==> src/rtl/fence_ctrl_if.sv <==
// rtl/fence_ctrl_if.sv - dispatch-side bundle for the fence controller
interface fence_ctrl_if #(
   parameter int LU_DEPTH = 4,
   parameter int CNT_W    = 8
);
   logic                flush;
   logic                fence_req;
   logic                fence_is_i;
   logic [3:0]          fence_pred;
   logic                su_fifo_empty;
   logic [LU_DEPTH-1:0] lu_buffer_malloc;
   logic                rob_empty;
   logic                icache_inv_ack;
   logic                icache_inv_req;
   logic                fence_ack;
   logic                dispat_stall;
   logic                fence_busy;
   logic [CNT_W-1:0]    drain_cycles;

   modport master (
      output flush, fence_req, fence_is_i, fence_pred, su_fifo_empty,
             lu_buffer_malloc, rob_empty, icache_inv_ack,
      input  icache_inv_req, fence_ack, dispat_stall, fence_busy, drain_cycles
   );

   modport slave (
      input  flush, fence_req, fence_is_i, fence_pred, su_fifo_empty,
             lu_buffer_malloc, rob_empty, icache_inv_ack,
      output icache_inv_req, fence_ack, dispat_stall, fence_busy, drain_cycles
   );
endinterface

==> src/rtl/fence_ctrl.sv <==
// rtl/fence_ctrl.sv - FENCE / FENCE.I serialiser holding dispatch until memory drains
// FENCE.I also waits for an empty ROB and completes an icache invalidate handshake.
module fence_ctrl #(
   parameter int LU_DEPTH = 4,
   parameter int CNT_W    = 8
) (
   input  logic          i_clk,
   input  logic          i_rst,
   fence_ctrl_if.slave   bus
);
   typedef enum logic [2:0] {
      S_IDLE      = 3'd0,
      S_DRAIN     = 3'd1,
      S_INV       = 3'd2,
      S_INV_ABORT = 3'd3,
      S_DONE      = 3'd4
   } state_t;

   localparam logic [CNT_W-1:0] CNT_MAX = {CNT_W{1'b1}};

   state_t              r_state;
   state_t              w_next;
   logic                r_is_i;
   logic                r_need_s;
   logic                r_need_l;
   logic [CNT_W-1:0]    r_drain_cnt;
   logic [LU_DEPTH-1:0] w_lu_occ;
   logic                w_drained;
   logic                w_start;

   assign w_lu_occ  = bus.lu_buffer_malloc;
   assign w_drained = (~r_need_s | bus.su_fifo_empty) &
                      (~r_need_l | ~|w_lu_occ) &
                      (~r_is_i   | bus.rob_empty);
   assign w_start   = (r_state == S_IDLE) & bus.fence_req & ~bus.flush;

   // Fence attributes are captured once on entry; the inputs are ignored afterwards.
   always_ff @(posedge i_clk) begin
      if (i_rst) begin
         r_state     <= S_IDLE;
         r_is_i      <= 1'b0;
         r_need_s    <= 1'b0;
         r_need_l    <= 1'b0;
         r_drain_cnt <= '0;
      end else begin
         r_state <= w_next;
         if (w_start) begin
            r_is_i      <= bus.fence_is_i;
            r_need_s    <= bus.fence_pred[2] | bus.fence_pred[0] | bus.fence_is_i;
            r_need_l    <= bus.fence_pred[3] | bus.fence_pred[1] | bus.fence_is_i;
            r_drain_cnt <= '0;
         end else if ((r_state == S_DRAIN) && !bus.flush && !w_drained &&
                      (r_drain_cnt != CNT_MAX)) begin
            r_drain_cnt <= r_drain_cnt + 1'b1;
         end
      end
   end

   always_comb begin
      w_next = r_state;
      case (r_state)
         S_IDLE: begin
            if (w_start) w_next = S_DRAIN;
         end
         S_DRAIN: begin
            if (bus.flush)      w_next = S_IDLE;
            else if (w_drained) w_next = r_is_i ? S_INV : S_DONE;
         end
         // A started invalidate is never withdrawn; flush only decides where it ends.
         S_INV: begin
            if (bus.icache_inv_ack) w_next = bus.flush ? S_IDLE : S_DONE;
            else if (bus.flush)     w_next = S_INV_ABORT;
         end
         S_INV_ABORT: begin
            if (bus.icache_inv_ack) w_next = S_IDLE;
         end
         S_DONE:  w_next = S_IDLE;
         default: w_next = S_IDLE;
      endcase
   end

   always_comb begin
      bus.icache_inv_req = 1'b0;
      bus.fence_busy     = 1'b0;
      bus.fence_ack      = 1'b0;
      bus.dispat_stall   = 1'b0;
      bus.drain_cycles   = r_drain_cnt;
      bus.icache_inv_req = (r_state == S_INV) | (r_state == S_INV_ABORT);
      bus.fence_busy     = (r_state != S_IDLE);
      bus.fence_ack      = (r_state == S_DONE) & ~bus.flush;
      bus.dispat_stall   = (r_state != S_IDLE) | bus.fence_req;
   end

   always_ff @(posedge i_clk) begin
      if (!i_rst && (r_state == S_DRAIN) && !bus.flush) begin
         assert (bus.fence_req);
      end
   end
endmodule
==> src/flat_wrapper.sv <==
// flat-port wrapper written by rule: the top's interface ports become plain ports
module fence_ctrl_flat 
#(
   parameter int LU_DEPTH = 4,
   parameter int CNT_W    = 8
)
  (i_clk, i_rst, bus_flush, bus_fence_req, bus_fence_is_i, bus_fence_pred, bus_su_fifo_empty, bus_lu_buffer_malloc, bus_rob_empty, bus_icache_inv_ack, bus_icache_inv_req, bus_fence_ack, bus_dispat_stall, bus_fence_busy, bus_drain_cycles);
  fence_ctrl_if #(.LU_DEPTH(LU_DEPTH), .CNT_W(CNT_W)) bus_i ();
  input  logic i_clk;
  input  logic i_rst;
  input wire logic [$bits(bus_i.flush)-1:0] bus_flush;
  input wire logic [$bits(bus_i.fence_req)-1:0] bus_fence_req;
  input wire logic [$bits(bus_i.fence_is_i)-1:0] bus_fence_is_i;
  input wire logic [$bits(bus_i.fence_pred)-1:0] bus_fence_pred;
  input wire logic [$bits(bus_i.su_fifo_empty)-1:0] bus_su_fifo_empty;
  input wire logic [$bits(bus_i.lu_buffer_malloc)-1:0] bus_lu_buffer_malloc;
  input wire logic [$bits(bus_i.rob_empty)-1:0] bus_rob_empty;
  input wire logic [$bits(bus_i.icache_inv_ack)-1:0] bus_icache_inv_ack;
  output wire logic [$bits(bus_i.icache_inv_req)-1:0] bus_icache_inv_req;
  output wire logic [$bits(bus_i.fence_ack)-1:0] bus_fence_ack;
  output wire logic [$bits(bus_i.dispat_stall)-1:0] bus_dispat_stall;
  output wire logic [$bits(bus_i.fence_busy)-1:0] bus_fence_busy;
  output wire logic [$bits(bus_i.drain_cycles)-1:0] bus_drain_cycles;
  assign bus_i.flush = bus_flush;
  assign bus_i.fence_req = bus_fence_req;
  assign bus_i.fence_is_i = bus_fence_is_i;
  assign bus_i.fence_pred = bus_fence_pred;
  assign bus_i.su_fifo_empty = bus_su_fifo_empty;
  assign bus_i.lu_buffer_malloc = bus_lu_buffer_malloc;
  assign bus_i.rob_empty = bus_rob_empty;
  assign bus_i.icache_inv_ack = bus_icache_inv_ack;
  assign bus_icache_inv_req = bus_i.icache_inv_req;
  assign bus_fence_ack = bus_i.fence_ack;
  assign bus_dispat_stall = bus_i.dispat_stall;
  assign bus_fence_busy = bus_i.fence_busy;
  assign bus_drain_cycles = bus_i.drain_cycles;
  fence_ctrl #(.LU_DEPTH(LU_DEPTH), .CNT_W(CNT_W)) u_core (.i_clk(i_clk), .i_rst(i_rst), .bus(bus_i));
endmodule
==> config.mk <==
export PLATFORM = sky130hd
export DESIGN_NAME = fence_ctrl_flat
export DESIGN_NICKNAME = d
export VERILOG_FILES = /design/src/rtl/fence_ctrl_if.sv /design/src/rtl/fence_ctrl.sv /design/src/flat_wrapper.sv
export SDC_FILE = /design/constraint.sdc
export NUM_CORES = 1
export LEC_CHECK = 0
export ABC_AREA = 1
export BUFFER_PORTS_ARGS = -buffer_cell sky130_fd_sc_hd__buf_2
export CAP_MARGIN = 25
export CORE_MARGIN = 2
export CORE_UTILIZATION = 30
export DETAILED_ROUTE_END_ITERATION = 8
export GPL_ROUTABILITY_DRIVEN = 1
export GPL_TIMING_DRIVEN = 1
export PLACE_DENSITY = 0.6
export SYNTH_ARGS = -nofsm -noshare
export SYNTH_HDL_FRONTEND = slang
export SYNTH_SLANG_ARGS = --single-unit
==> constraint.sdc <==
create_clock -name i_clk -period 1.35 [get_ports i_clk]
set_input_delay 0.135 -clock i_clk [delete_from_list [all_inputs] [get_ports i_clk]]
set_output_delay 0.135 -clock i_clk [all_outputs]
set_load 0.01 [all_outputs]
==> summary.txt, run 1 <==
Status
  • Status: completed

Timing
  • Min cycle time layout: ~1.3 ns
  • Sum Neg Setup Slack: 0 ns
  • Final Max Slew Viols: 0
  • F_max: 779.6 MHz
  • Clock Skews: between 0.003 and 0.004 ns
  • RSZ-0062 raised after global routing: false
  • Count of final setup violators: 0
  • Final period util: 0.9501
  • Final WS setup: between 0.06 and 0.07 ns
  • Max_slew headroom: 0.8416
  • Final Hold Fails: 0
  • Worst-Margin Slew: around 0.24 ns

Die
  • Std-Cell Rows: 20
  • Die W: about 60 um
  • Core Area: 0.003028 mm2
  • IO Pins: 28
  • Die ar.: 0.003605 mm2
  • Die Y: roughly 60 um
  • Initial core utilization: 0.3112

Finish
  • Commonest non-fill, non-tap cells in the layout: nand2_1, buf_2, inv_1, nand3_1, nor2_1
  • Final net count: ~190
  • N_diodes: 0
  • Area Growth Syn to Fin: 29.48%
  • Fraction of layout cells with a size suffix above 1: 0.3642
  • Commonest non-fill, non-tap cell in the layout: nand2_1

Synth
  • Syn avg cell area: about 7.0 um2
  • Post-synthesis cell area: around 940 um2
  • Syn Inst Count: ~140
  • Unique cell type count in the Yosys netlist: 24
  • YS warnings: 0
  • Seq cells post-synth: 14
  • Sequential area share after synthesis: 0.2975
  • Post-Syn Nets: roughly 150

Global route
  • First-pass GRT wire length: between 3000 and 4000 um
  • Largest net degree at the start of global routing: 10
  • GR Util All Layers: 0.1364
  • Initial antenna violation count: 0
  • Vias in the first global route: slightly below 900
  • Overflow left after global routing: 0

Clock network
  • CTS clk-pin slew, worst paths: around 0.08 ns
  • Hold-fix buffers, CTS: 0
  • H-Tree Depth: 1
  • Clock latency on the worst-skew pair: 0.27 ns
  • CTS root buffer: clkbuf_4
  • Clock buffer depth: 2
  • CTS tree: built
  • Total CTS buffers: 3
  • CTS Sinks: 14

Place
  • Detailed placer's ending HPWL: between 1500 and 2000 um
  • GPL Wtd Cong: between 0.7 and 0.8
  • I/O Buffers: 27
  • Pre-CTS setup slack: about 0.052 ns

Setup path
  • Arrival time worst endpoint: between 1 and 1.5 ns
  • CP endpoint kind: flip-flop
  • Crit-path cells: ha_1 -> inv_2 -> nor2_4 -> buf_4 -> xor2_1 -> nand3_1 -> a21oi_1
  • Top delay family on crit path: flip-flops
  • Crit-path max cell delay: approximately 0.35 ns
  • Critical Path RT: approximately 1.6 ns
  • Critical Path Slowest Stage Cell: dfxtp_1
  • Critical Path Fanout Max: 2
  • Buf/Inv on CP: 2
  • Crit start category: flip-flop
  • Crit path kind: reg2reg

Detailed routing
  • Detail Route Antenna Nets: 0
  • Via/cell ratio: between 4 and 5
  • DRT iter0 DRCs: 33
  • Drt first pass iters: 4
  • Post-Route WL: 2246 um
  • Residual DRC: 0
  • WL per Instance: between 10 and 15 um
  • Vias: 989

Pwr
  • VDD IR max: about 260 uV
  • Power Density: between 700 and 800 mW/mm2
  • Static leakage: around 0.56 nW

Min path
  • Worst Hold Class: in2reg

Job
  • Max Cap Viol: 0
[Yosys cell counts]
cell type | n | share of area
nor4_1 | 1 | 0.0066
o21ai_0 | 7 | 0.037
a21oi_2 | 1 | 0.0093
nor2_4 | 5 | 0.060
nor3_1 | 1 | 0.0053
o21bai_1 | 1 | 0.0080
nor2_1 | 13 | 0.052
nand3_2 | 2 | 0.021
nand3_4 | 2 | 0.037
inv_2 | 2 | 0.0080
nand2_1 | 29 | 0.12
nand3_1 | 13 | 0.069
nand3b_1 | 1 | 0.0080
nand2_2 | 3 | 0.020
ha_1 | 1 | 0.013
a21oi_4 | 1 | 0.017
inv_4 | 1 | 0.0066
nand2_4 | 2 | 0.024
a211oi_1 | 1 | 0.0080
dfxtp_1 | 14 | 0.30
xor2_1 | 3 | 0.028
nand4_1 | 4 | 0.027
inv_1 | 16 | 0.064
a21oi_1 | 11 | 0.058
[flip-flops by register name, indices dropped and copies added, names as in the netlist]
signal	count
u_core.bus.drain_cycles	8
u_core.r_state	3
u_core.r_is_i	1
u_core.r_need_l	1
u_core.r_need_s	1
[final timing paths]
check	slack (ns)	endpoint	cells past startpoint	from
max	0.07	u_core.bus.drain_cycles[4]	7	u_core.bus.drain_cycles[0]
min	0.06	u_core.r_state[1]	2	i_rst
max reg2reg	0.07	u_core.bus.drain_cycles[4]	7	u_core.bus.drain_cycles[0]
min reg2reg	0.50	u_core.r_is_i	2	u_core.r_is_i
[metal layers]
layer,up-vias,global-route usage,part of all wire
met3,4,0.01948,0.037
met2,21,0.2345,0.50
met4,0,0.06667,0.016
li1,519,-,-
met5,-,0,0
met1,445,0.1645,0.44
[power breakdown]
part | leakage, nW | internal [W] | total, W | switching, W
logic | 0.429 | 0.0000793 | 0.000205 | 0.000126
registers | 0.115 | 0.000431 | 0.000454 | 0.0000234
clock network | 0.0138 | 0.000103 | 0.000231 | 0.000128
[stage by stage]
step | cell area (um2) | utilization | total power, W | hold slack (ns) | instances
after floorplan | 942.2 | - | 0.0006021 | 0.2041 | 135
after global placement | 1162 | 0.3839 | 0.0006648 | 0.3610 | 210
after detailed placement | 1162 | 0.3839 | 0.0006713 | 0.3582 | 210
after CTS | 1186 | 0.3917 | 0.0009096 | 0.05564 | 213
after global routing | 1220 | 0.4029 | 0.0009499 | 0.05185 | 217
final | 1220 | 0.4029 | 0.0008906 | 0.06105 | 217
[what timing repair did]
item | 4_1_cts | 5_1_grt
buffers inserted | 0 | 4
setup endpoints to repair | 1 | 10
endpoints found under the hold margin | 0 | 0
resized for setup | 1 | 5
pin swaps | 0 | 4
[logic make-up after synthesis]
group | Yosys count | synth area share
compound gates | 22 | 0.1381
xor+xnor | 3 | 0.02789
fa+ha+maj | 1 | 0.01328
buf+inv | 19 | 0.07836
flops | 14 | 0.2975
simple gates | 76 | 0.4449
[layout make-up]
cell class,instances,area (um2)
clock buffers,3,22.52
fillers,347,1808
inverters,19,73.82
multi-input cells,102,588.1
flip-flops and latches,14,285.3
well taps,44,55.05
repair buffers,35,195.2
Power figures use the tool's default switching activity.
==> inputs of run 2 (changes only) <==
Settings changed: SLEW_MARGIN from default to 25.
Clock period 1.35 ns to 1.5 ns, I/O delays scaled along.
==> summary.txt, run 2 (synthesis gave the netlist of run 1 again) <==
Finish
  • Max reg flops: 8 (unchanged)
  • Commonest non-fill, non-tap cell in the layout: nand2_1
  • Commonest non-fill, non-tap cells in the layout: nand2_1, buf_2, inv_1
  • Final net count: 187 (-2.6%)
  • N_diodes: 0 (unchanged)
  • Fraction of layout cells with a size suffix above 1: 0.3155 (-0.04869)
  • Area Growth Syn to Fin: 25.10%

Place
  • GPL Wtd Cong: 0.8120 (+5.2%)
  • Detailed placer's ending HPWL: 1747 um (-2.1%)
  • I/O Buffers: 27 (unchanged)

Global route
  • Initial antenna violation count: 0 (unchanged)
  • Largest net degree at the start of global routing: 10 (unchanged)
  • GR Util All Layers: 0.1281 (-0.008331)
  • Overflow left after global routing: 0 (unchanged)
  • First-pass GRT wire length: 3470 um (-7.0%)
  • Vias in the first global route: 810 (-8.3%)

Die
  • Die W: 60.04 um (unchanged)
  • Initial core utilization: 0.3112 (unchanged)
  • Core Area: 0.003028 mm2 (unchanged)
  • Die ar.: 0.003605 mm2 (unchanged)
  • Die Y: 60.04 um (unchanged)
  • IO Pins: 28 (unchanged)
  • Std-Cell Rows: 20 (unchanged)

Clock network
  • CTS resizes: 0 (-1)
  • Clock latency on the worst-skew pair: 0.28 ns (about the same)
  • CTS Sinks: 14 (unchanged)
  • CTS root buffer: clkbuf_4
  • CTS tree: built
  • H-Tree Depth: 1 (unchanged)
  • Post-CTS setup buffer count: 0 (unchanged)
  • Hold-fix buffers, CTS: 0 (unchanged)
  • CTS clk-pin slew, worst paths: 0.08 ns (about the same)
  • Total CTS buffers: 3 (unchanged)
  • Clock buffer depth: 2 (unchanged)

Timing
  • Sum Neg Setup Slack: 0 ns (unchanged)
  • Max_slew headroom: 0.7663 (-0.07532)
  • Final period util: 0.9126
  • Count of final setup violators: 0 (unchanged)
  • Min cycle time layout: approximately 1.4 ns
  • Final Max Slew Viols: 0 (unchanged)
  • Clock Skews: 0.004153 ns (+0.0006888 ns)
  • Final Hold Fails: 0 (unchanged)
  • F_max: about 730 MHz
  • Worst-Margin Slew: 0.3501 ns (+0.1134 ns)
  • RSZ-0062 raised after global routing: false

Setup path
  • Critical Path Fanout Max: 5 (+3)
  • Critical Path RT: 1.35 ns (-0.21 ns)
  • Crit start category: flip-flop
  • Crit-path max cell delay: 0.38 ns (+0.03 ns)
  • Reg2Reg Depth: 7 (unchanged)
  • Arrival time worst endpoint: 1.22 ns (-0.27 ns)
  • Top delay family on crit path: flip-flops
  • Critical Path Slowest Stage Cell: dfxtp_1
  • Crit-path cells: inv_1 -> nor4_1 -> buf_2
  • Crit path kind: reg2out
  • Reg2reg setup slack: 0.16 ns (+0.09 ns)
  • CP endpoint kind: output pin
  • Buf/Inv on CP: 2 (unchanged)
  • Critical path depth: 3 (-4)

Pwr
  • Static leakage: 0.5333 nW (-4.5%)
  • Power Density: 676.8 mW/mm2 (-7.3%)
  • Tot Pwr: 0.0007977 W (-10%)
  • VDD IR max: 329.1 uV (+28%)

Detailed routing
  • WL per Instance: 10.02 um (-3.2%)
  • Post-Route WL: 2124 um (-5.4%)
  • DRT iter0 DRCs: 51 (+55%)
  • Residual DRC: 0 (unchanged)
  • Vias: 980 (-0.91%)
  • Via/cell ratio: 4.623 (+1.4%)
  • Drt first pass iters: 4 (unchanged)
  • Detail Route Antenna Nets: 0 (unchanged)

Min path
  • Hold depth: 2 (unchanged)
  • Worst Hold Class: in2reg

Status
  • Status: completed

Job
  • Max Cap Viol: 0 (unchanged)
[run 2: layer usage]
layer | wire, um | vias to the layer above | GRT usage
met5 | 0 | - | 0
met4 | 38 | 0 | 0.06667
met3 | 101 | 5 | 0.01948
met2 | 1038 | 24 | 0.2143
met1 | 945 | 441 | 0.1571
li1 | - | 510 | -
[run 2: path summary, 6_finish.rpt]
path / from / end
max: u_core.r_state[2] / bus_fence_ack
min: i_rst / u_core.r_state[2]
max reg2reg: u_core.bus.drain_cycles[0] / u_core.bus.drain_cycles[0]
min reg2reg: u_core.r_is_i / u_core.r_is_i
[run 2: stage by stage]
step | setup WS [ns] | hold WS, ns | utilization | cell area, um2 | instances
3_3_place_gp | 0.1822 | 0.3787 | 0.3814 | 1155 | 209
2_1_floorplan | 0.2120 | 0.2191 | - | 942.2 | 135
5_1_grt | 0.02687 | 0.07015 | 0.3893 | 1179 | 212
6_report | 0.1311 | 0.07826 | 0.3893 | 1179 | 212
4_1_cts | 0.09518 | 0.07503 | 0.3888 | 1177 | 212
3_5_place_dp | 0.1174 | 0.3743 | 0.3814 | 1155 | 209
[run 2: final cells by class]
class	instances	area (um2)
sequential	14	281.5
multi-input combinational	102	588.1
fill	346	1849
inverter	19	73.82
timing repair buffer	30	157.7
tap	44	55.05
clock buffer	3	22.52
[run 2: power breakdown]
part           switching [W]  internal [W]
combinational       0.000112     0.0000699
sequential         0.0000211      0.000387
clock               0.000115     0.0000931
